$ cat src/rtl/ctrl_pipe_pkg.sv
// Control-bundle layout shared by the EX/MEM/WB control pipeline.
// Bit positions fix how each stage register packs its fields.
package ctrl_pipe_pkg;

    // EX bundle without regdst; valid rides on top as one extra bit
    localparam int CTRL_E_W = 15;
    localparam int E_W      = CTRL_E_W + 1;
    localparam int M_W      = 9;
    localparam int W_W      = 8;

    localparam int E_VALID     = 15;
    localparam int E_REGWRITE  = 14;
    localparam int E_ALUSRC    = 13;
    localparam int E_BRANCH    = 12;
    localparam int E_MEMWRITE  = 11;
    localparam int E_MEMTOREG  = 10;
    localparam int E_JUMP      = 9;
    localparam int E_ALUOP_LSB = 5;

    localparam int M_VALID    = 8;
    localparam int M_REGWRITE = 7;
    localparam int M_MEMWRITE = 6;
    localparam int M_MEMTOREG = 5;

    localparam int W_VALID    = 7;
    localparam int W_REGWRITE = 6;
    localparam int W_MEMTOREG = 5;

    localparam int WREG_LSB = 0;

    localparam logic [3:0]     ALUOP_ORI = 4'b0011;
    localparam logic [M_W-1:0] M_BUBBLE  = '0;
    localparam logic [W_W-1:0] W_BUBBLE  = '0;

    function automatic logic [4:0] dest_reg(input logic regdst,
                                            input logic [4:0] rt,
                                            input logic [4:0] rd);
        return regdst ? rd : rt;
    endfunction

    function automatic logic [E_W-1:0] e_bubble(input logic [3:0] aluop);
        return {7'b0, aluop, 5'b0};
    endfunction

endpackage

$ cat src/rtl/ctrl_stage_reg.sv
// One pipeline stage register: clr loads the bubble pattern, en=0 holds.
// Latency 1 cycle; clr has priority over en, rst over both.
module ctrl_stage_reg #(
    parameter int             W      = 8,
    parameter logic [W-1:0]   BUBBLE = '0
) (
    input  logic         clk,
    input  logic         rst,
    input  logic         en,
    input  logic         clr,
    input  logic [W-1:0] d,
    output logic [W-1:0] q
);

    logic [W-1:0] q_q;
    logic [W-1:0] q_d;

    always_comb begin
        q_d = q_q;
        if (clr) begin
            q_d = BUBBLE;
        end else if (en) begin
            q_d = d;
        end
    end

    always_ff @(posedge clk) begin
        if (rst) begin
            q_q <= BUBBLE;
        end else begin
            q_q <= q_d;
        end
    end

    assign q = q_q;

endmodule

$ cat src/rtl/ctrl_pipe.sv
// Carries decoded controls and destination register from ID through EX/MEM/WB.
// D->E->M->W one cycle per stage; stall_e holds EX and bubbles MEM, flush_e bubbles EX.
module ctrl_pipe
    import ctrl_pipe_pkg::*;
#(
    parameter logic [3:0] BUBBLE_ALUOP = 4'b0000
) (
    input  logic        clk,
    input  logic        rst,
    input  logic        valid_d,
    input  logic        regwrite_d,
    input  logic        regdst_d,
    input  logic        alusrc_d,
    input  logic        branch_d,
    input  logic        memwrite_d,
    input  logic        memtoreg_d,
    input  logic        jump_d,
    input  logic [3:0]  aluop_d,
    input  logic [4:0]  rt_d,
    input  logic [4:0]  rd_d,
    input  logic        stall_e,
    input  logic        flush_e,
    output logic        valid_e,
    output logic        regwrite_e,
    output logic        alusrc_e,
    output logic        branch_e,
    output logic        memwrite_e,
    output logic        memtoreg_e,
    output logic        jump_e,
    output logic [3:0]  aluop_e,
    output logic [4:0]  writereg_e,
    output logic        valid_m,
    output logic        regwrite_m,
    output logic        memwrite_m,
    output logic        memtoreg_m,
    output logic [4:0]  writereg_m,
    output logic        valid_w,
    output logic        regwrite_w,
    output logic        memtoreg_w,
    output logic [4:0]  writereg_w,
    output logic [31:0] instret
);

    localparam logic [E_W-1:0] E_BUBBLE = e_bubble(BUBBLE_ALUOP);

    logic [E_W-1:0] e_in, e_q;
    logic [M_W-1:0] m_in, m_q;
    logic [W_W-1:0] w_in, w_q;
    logic [31:0]    instret_q, instret_d;

    // regdst is resolved here and never travels past D->E
    always_comb begin
        e_in = E_BUBBLE;
        if (valid_d) begin
            e_in = {1'b1, regwrite_d, alusrc_d, branch_d, memwrite_d, memtoreg_d,
                    jump_d, aluop_d, dest_reg(regdst_d, rt_d, rd_d)};
        end
        m_in = {e_q[E_VALID], e_q[E_REGWRITE], e_q[E_MEMWRITE], e_q[E_MEMTOREG],
                e_q[WREG_LSB +: 5]};
        w_in = {m_q[M_VALID], m_q[M_REGWRITE], m_q[M_MEMTOREG], m_q[WREG_LSB +: 5]};
        instret_d = instret_q + {31'b0, w_q[W_VALID]};
    end

    // Flush beats stall: EX bubbles and MEM still receives the old EX bundle
    ctrl_stage_reg #(.W(E_W), .BUBBLE(E_BUBBLE)) u_stage_e (
        .clk(clk), .rst(rst), .en(~stall_e), .clr(flush_e), .d(e_in), .q(e_q)
    );

    ctrl_stage_reg #(.W(M_W), .BUBBLE(M_BUBBLE)) u_stage_m (
        .clk(clk), .rst(rst), .en(1'b1), .clr(stall_e & ~flush_e), .d(m_in), .q(m_q)
    );

    ctrl_stage_reg #(.W(W_W), .BUBBLE(W_BUBBLE)) u_stage_w (
        .clk(clk), .rst(rst), .en(1'b1), .clr(1'b0), .d(w_in), .q(w_q)
    );

    always_ff @(posedge clk) begin
        if (rst) begin
            instret_q <= '0;
        end else begin
            instret_q <= instret_d;
        end
    end

    assign valid_e    = e_q[E_VALID];
    assign regwrite_e = e_q[E_REGWRITE];
    assign alusrc_e   = e_q[E_ALUSRC];
    assign branch_e   = e_q[E_BRANCH];
    assign memwrite_e = e_q[E_MEMWRITE];
    assign memtoreg_e = e_q[E_MEMTOREG];
    assign jump_e     = e_q[E_JUMP];
    assign aluop_e    = e_q[E_ALUOP_LSB +: 4];
    assign writereg_e = e_q[WREG_LSB +: 5];

    assign valid_m    = m_q[M_VALID];
    assign regwrite_m = m_q[M_REGWRITE];
    assign memwrite_m = m_q[M_MEMWRITE];
    assign memtoreg_m = m_q[M_MEMTOREG];
    assign writereg_m = m_q[WREG_LSB +: 5];

    assign valid_w    = w_q[W_VALID];
    assign regwrite_w = w_q[W_REGWRITE];
    assign memtoreg_w = w_q[W_MEMTOREG];
    assign writereg_w = w_q[WREG_LSB +: 5];

    assign instret    = instret_q;

endmodule

$ cat config.mk
export PLATFORM = sky130hd
export DESIGN_NAME = ctrl_pipe
export DESIGN_NICKNAME = d
export VERILOG_FILES = /design/src/rtl/ctrl_pipe_pkg.sv /design/src/rtl/ctrl_stage_reg.sv /design/src/rtl/ctrl_pipe.sv
export SDC_FILE = /design/constraint.sdc
export NUM_CORES = 1
export LEC_CHECK = 0
export BUFFER_PORTS_ARGS = -buffer_cell sky130_fd_sc_hd__buf_2
export CAP_MARGIN = 10
export CORE_AREA = 2 2 77 79
export DETAILED_ROUTE_END_ITERATION = 8
export DIE_AREA = 0 0 79 81
export GPL_TIMING_DRIVEN = 0
export PLACE_DENSITY = 0.9
export SYNTH_ARGS = -nofsm -noshare
export SYNTH_HDL_FRONTEND = slang
export SYNTH_SLANG_ARGS = --single-unit
$ cat constraint.sdc
create_clock -name clk -period 2.61 [get_ports clk]
set_clock_uncertainty 0.2 [all_clocks]
set_input_delay 0.1305 -clock clk [delete_from_list [all_inputs] [get_ports clk]]
set_output_delay 0.1305 -clock clk [all_outputs]
set_load 0.02 [all_outputs]
### Word-level counts from Yosys, hierarchy flattened

Index checks and enable logic that the tools add are counted.

| cells by class | value |
|---|---|
| bitwise gates (word level) | 2 |
| multiplexer cells | 2 |
| reduce and logical (&&, ||, !) cells | 2 |
| $add $sub $neg | 1 |

Operator list:

| operator | number |
|---|---|
| $add A32 B1 Y32 | 1 |
| $mux W16 | 1 |
| $mux W5 | 1 |
| $reduce_or A2 Y1 | 2 |
| $and A1 B1 Y1 | 1 |
| $not A1 Y1 | 1 |

| word-level totals | value |
|---|---|
| input bits | 26 |
| flip-flop bits (word level) | 65 |
| word-level logic and storage cells | 11 |
| output and inout bits | 65 |

### Depth between registers and ports, before layout

| depth | value |
|---|---|
| depth in word-level cells | 3 |
| depth in mapped cells | 7 |
| depth with buffers taken out | 6 |

### Hierarchy

From an unflattened synthesis, not the netlist that was laid out.

| unflattened totals | value |
|---|---|
| cells, all modules | 313 |
| area total of the unflattened synthesis | 2917.8 µm² |

By module, submodules not included:

| module | seq. area each (µm²) | area an instance (µm²) | instances | cells an instance |
|---|---|---|---|---|
| ctrl_pipe | 640.6 | 1711.6 | 1 | 203 |
| ctrl_stage_reg (u_stage_e) | 320.3 | 581.8 | 1 | 53 |
| ctrl_stage_reg (u_stage_m) | 180.2 | 329.1 | 1 | 30 |
| ctrl_stage_reg (u_stage_w) | 160.2 | 295.3 | 1 | 27 |

### Worst setup path after synthesis

No wires, ideal clock.

| path | value |
|---|---|
| path kind | reg-to-reg |
| start point | register instret_q[0], in the netlist instret[0] |
| end point | register instret_q[24], in the netlist instret[24] |
| cell stages (with the launch flop) | 8 |
| arrival | 2000 ps |
| library setup time | 70 ps |
| required time | 2340 ps |
| path slack | 341 ps |
| period minus slack after synthesis | 2269 ps |
| path buffers | 1 |
| cell sequence | dfxtp_1 -> ha_1 -> ha_1 -> and4_1 -> buf_4 -> nand3_4 -> or4_1 -> a21oi_1 |

| between the ends | value |
|---|---|
| longest elaborated chain between the ends | 1 |

RTL lines:

| what | line | text |
|---|---|---|
| start: declaration | ctrl_pipe.sv:49 | `logic [31:0] instret_q, instret_d;` |
| start signal: assignment | ctrl_pipe.sv:81 | `instret_q <= instret_d;` |
| $add A32 B1 Y32 | ctrl_pipe.sv:61 | `instret_d = instret_q + {31'b0, w_q[W_VALID]};` |

Every way passes these cells.
A chain may end at the register's enable or synchronous reset.

### Worst setup path in the final report

| path | value |
|---|---|
| start point | register u_stage_w.q_q[7], in the netlist u_stage_w.q[7] |
| end point | register instret_q[24], in the netlist instret[24] |

| between the ends | value |
|---|---|
| longest elaborated chain between the ends | 1 |

RTL lines:

| what | line | text |
|---|---|---|
| start: declaration | ctrl_stage_reg.sv:15 | `logic [W-1:0] q_q;` |
| start signal: assignment | ctrl_stage_reg.sv:31 | `q_q <= q_d;` |
| $add A32 B1 Y32 | ctrl_pipe.sv:61 |  |

Every way passes these cells.

==> results.txt <==
Most frequent cells after synthesis - dfxtp_1 (65), nor2_1 (32), a21oi_1 (16)
Via density - 5.590
Largest net degree at the start of global routing - 11
EDFF count, synth - 0
Die height - 81 microns
Synthesized area - 0.002723 sq mm
Mapped Cells - 282
Minimum clock period - 2.441 ns
Die width - 79 microns
Count leader, synth - dfxtp_1
IR Drop Worst-Case VDD - 0.0004142 V
Worst-Margin Slew - 0.5451 ns
Share of cells above drive strength 1 - 0.3160
Grt total ovfl - 0
Max Slew Vio Count - 0
Seq cells post-synth - 65
Final Hold Vio Count - 0
Type of the worst setup path - reg -> reg
PnR worst setup slack - 0.1695 ns
Synthesis-to-finish area growth - 34.70%
Syn Nets - 311
Worst EP required - 2.69 ns
CTS Buf Count - 9
Setup total negative slack - 0 ns
Max Freq - 409.7 MHz
CP max FO - 9
CTS clk-pin slew, worst paths - 0.07 ns
CTS tree - done
Die area - 0.006399 sq mm
# diodes - 0
Hpwl dp - 4.759 mm
Synth top area cells - dfxtp_1 (48%), nor2_1 (4.4%), a22oi_1 (4.1%)
Clk buf depth - 2
Maxcap violations - 0
NumNets Final - 430
DRT iter0 DRCs - 191
Complex-gate fraction of the synthesized area - 0.1071
Synth Area in Simple Gates - 0.2771
Post-CTS Setup Inserts - 0
Logic gate share of total power - 0.059
Post-synthesis async set-or-reset flop share - 0
Area taken by multi-input logic gates - 0.001290 sq mm
Drt pass-1 iters - 5
Synth area leader - dfxtp_1
Clock Sinks - 65
Status - finished, final reports clean
GP Congestion - 0.8540
Synth warn - 0
Initial Utilization - 0.4797
Post-Synth Adder-Cell Area - 0.01379
Critical path arrival - 2.52 ns
Xor/xnor cell area share of the yosys netlist - 0.03860
Number of I/O port buffers - 88
Final wirelength - 7.466 mm
Reg power frac - 0.487
DR WL/cell - 15.55 microns
Antenna viol nets, final - 0
Crit share post-route - 0.9351
Setup violators final - 0
P_int - 1.617 mW
Clock Tree Root - clkbuf_8
Slew headroom - 0.6366
Clock network fraction of total power - 0.453
CP Launch Type - flop
Switching share of power - 0.2153
LEAKAGE - 1.642 nW
DRC viols - 0
Multiplexer share of the synthesized area - 0.03722
Commonest register cell after synthesis - dfxtp_1
Main combinational cell family by area after synthesis - simple AND/OR/NAND/NOR gates
Syn_area_per_cell - 9.655 sq um
IO Count - 91
Sequential Area - 0.001301 sq mm
First-pass GRT wire length - 12.00 mm
Vias in the first global route - 2,564
Yosys top cell area share - 0.4779
Core area - 0.005675 sq mm
CTS H-tree depth - 3
Net load switching power - 443.8 uW
Register area share after synthesis - 0.4779
Synth cell types - 32
Initial antenna violation count - 0
Clock Latency Late Sink - 0.35 ns
Row cnt - 28
HP Class - in -> reg
Place WS - 0.2093 ns
Number of fill cells in the layout - 469
Tot GR Track Use - 0.2434
Crit. End Element - flop
Cell area power density - 562.1 mW/mm^2
Routed vias - 2,683
RSZ-0062 raised after global routing - no
[cell type report]
cell class,count,share of cell area
sequential,65,0.3548
multi-input combinational,198,0.3518
timing repair buffer,108,0.1747
clock buffer,12,0.03958
buffer,18,0.03480
tap,75,0.02559
clock inverter,3,0.01774
inverter,1,0.001024
[timing repair]
item                                   4_1_cts  5_1_grt
gates resized for setup                      0        0
endpoints found under the hold margin       15        0
hold buffers                                20        0
[per-stage QoR]
step	hold WS [ns]	cells	cell area, sq um	util	total power, mW
floorplan	0.07458	282	2723	-	1.079
global placement	0.1600	445	3257	0.5739	1.115
detailed placement	0.1779	445	3257	0.5739	1.117
CTS	0.06260	480	3667	0.6462	2.068
global route	0.1447	480	3667	0.6462	2.123
finish	0.09567	480	3667	0.6462	2.061
[metal layers]
| layer | track usage | vias to the layer above | share of wire | wire length, microns |
|---|---|---|---|---|
| met4 | 0.1259 | 0 | 0.023 | 172 |
| met2 | 0.4280 | 143 | 0.51 | 3791 |
| li1 | - | 1254 | - | - |
| met5 | 0 | - | 0 | 0 |
| met3 | 0.06000 | 17 | 0.085 | 632 |
| met1 | 0.2746 | 1269 | 0.38 | 2870 |
[cell usage in the layout, fill, tap and decap left out, types with 2 or more instances in the layout]
master and instances:
nand2_4 3, and2_2 2, or3_1 3, o31ai_1 10
buf_4 2, xor2_1 11, and4_1 7, nand3_1 12
clkbuf_8 10, buf_6 7, nor4_1 3, a22oi_1 15
dlygate4sd3_1 20, buf_2 88, bufinv_16 2, clkbuf_1 10
nand2_1 10, a21oi_1 16, or4_1 11, dfxtp_1 65
and2_1 11, o21ai_0 3, ha_1 3, nand4_1 12
nor2b_1 15, and3_1 4, mux2_2 9, nor2_1 32
[worst max-delay path: stages, from the launching register on]
cell,delay [ns]
dfxtp_1,0.36
ha_1,0.38
ha_1,0.29
and4_1,0.21
buf_4,0.18
nand3_4,0.13
or4_1,0.48
a21oi_1,0.15
[cell families (layout without fill, tap and decap cells)]
logic type / Yosys count / after routing
AND/OR/NAND/NOR: 129 / 129
flip-flops: 65 / 65
AO/OA/AOI/OAI: 45 / 45
buffers and inverters: 19 / 142
XOR/XNOR: 12 / 12
multiplexers: 9 / 9
adder cells (fa/ha/maj): 3 / 3
[sequential cells by signal, indices dropped and copies added, names as in the netlist]
name / flops
u_stage_e.q: 16
instret: 32
u_stage_w.q: 8
u_stage_m.q: 9
[power by group through the flow]
stage          combinational [mW]  clock (mW)  sequential, mW
2_1_floorplan              0.0437           0            1.04
3_3_place_gp               0.0889           0            1.03
3_5_place_dp               0.0912           0            1.03
4_1_cts                     0.116       0.948            1.00
5_1_grt                     0.132       0.987            1.00
6_report                    0.122       0.935            1.00
[path summary, 6_finish.rpt]
path                                        to  slack [ns]      startpoint  depth (start not counted)
worst min-delay path            u_stage_e.q[5]         0.1         stall_e                          3
worst max register to register     instret[24]        0.17  u_stage_w.q[7]                          7
worst min register to register  u_stage_w.q[5]        0.26  u_stage_m.q[5]                          1
worst max-delay path               instret[24]        0.17  u_stage_w.q[7]                          7
Power figures use the tool's default switching activity.
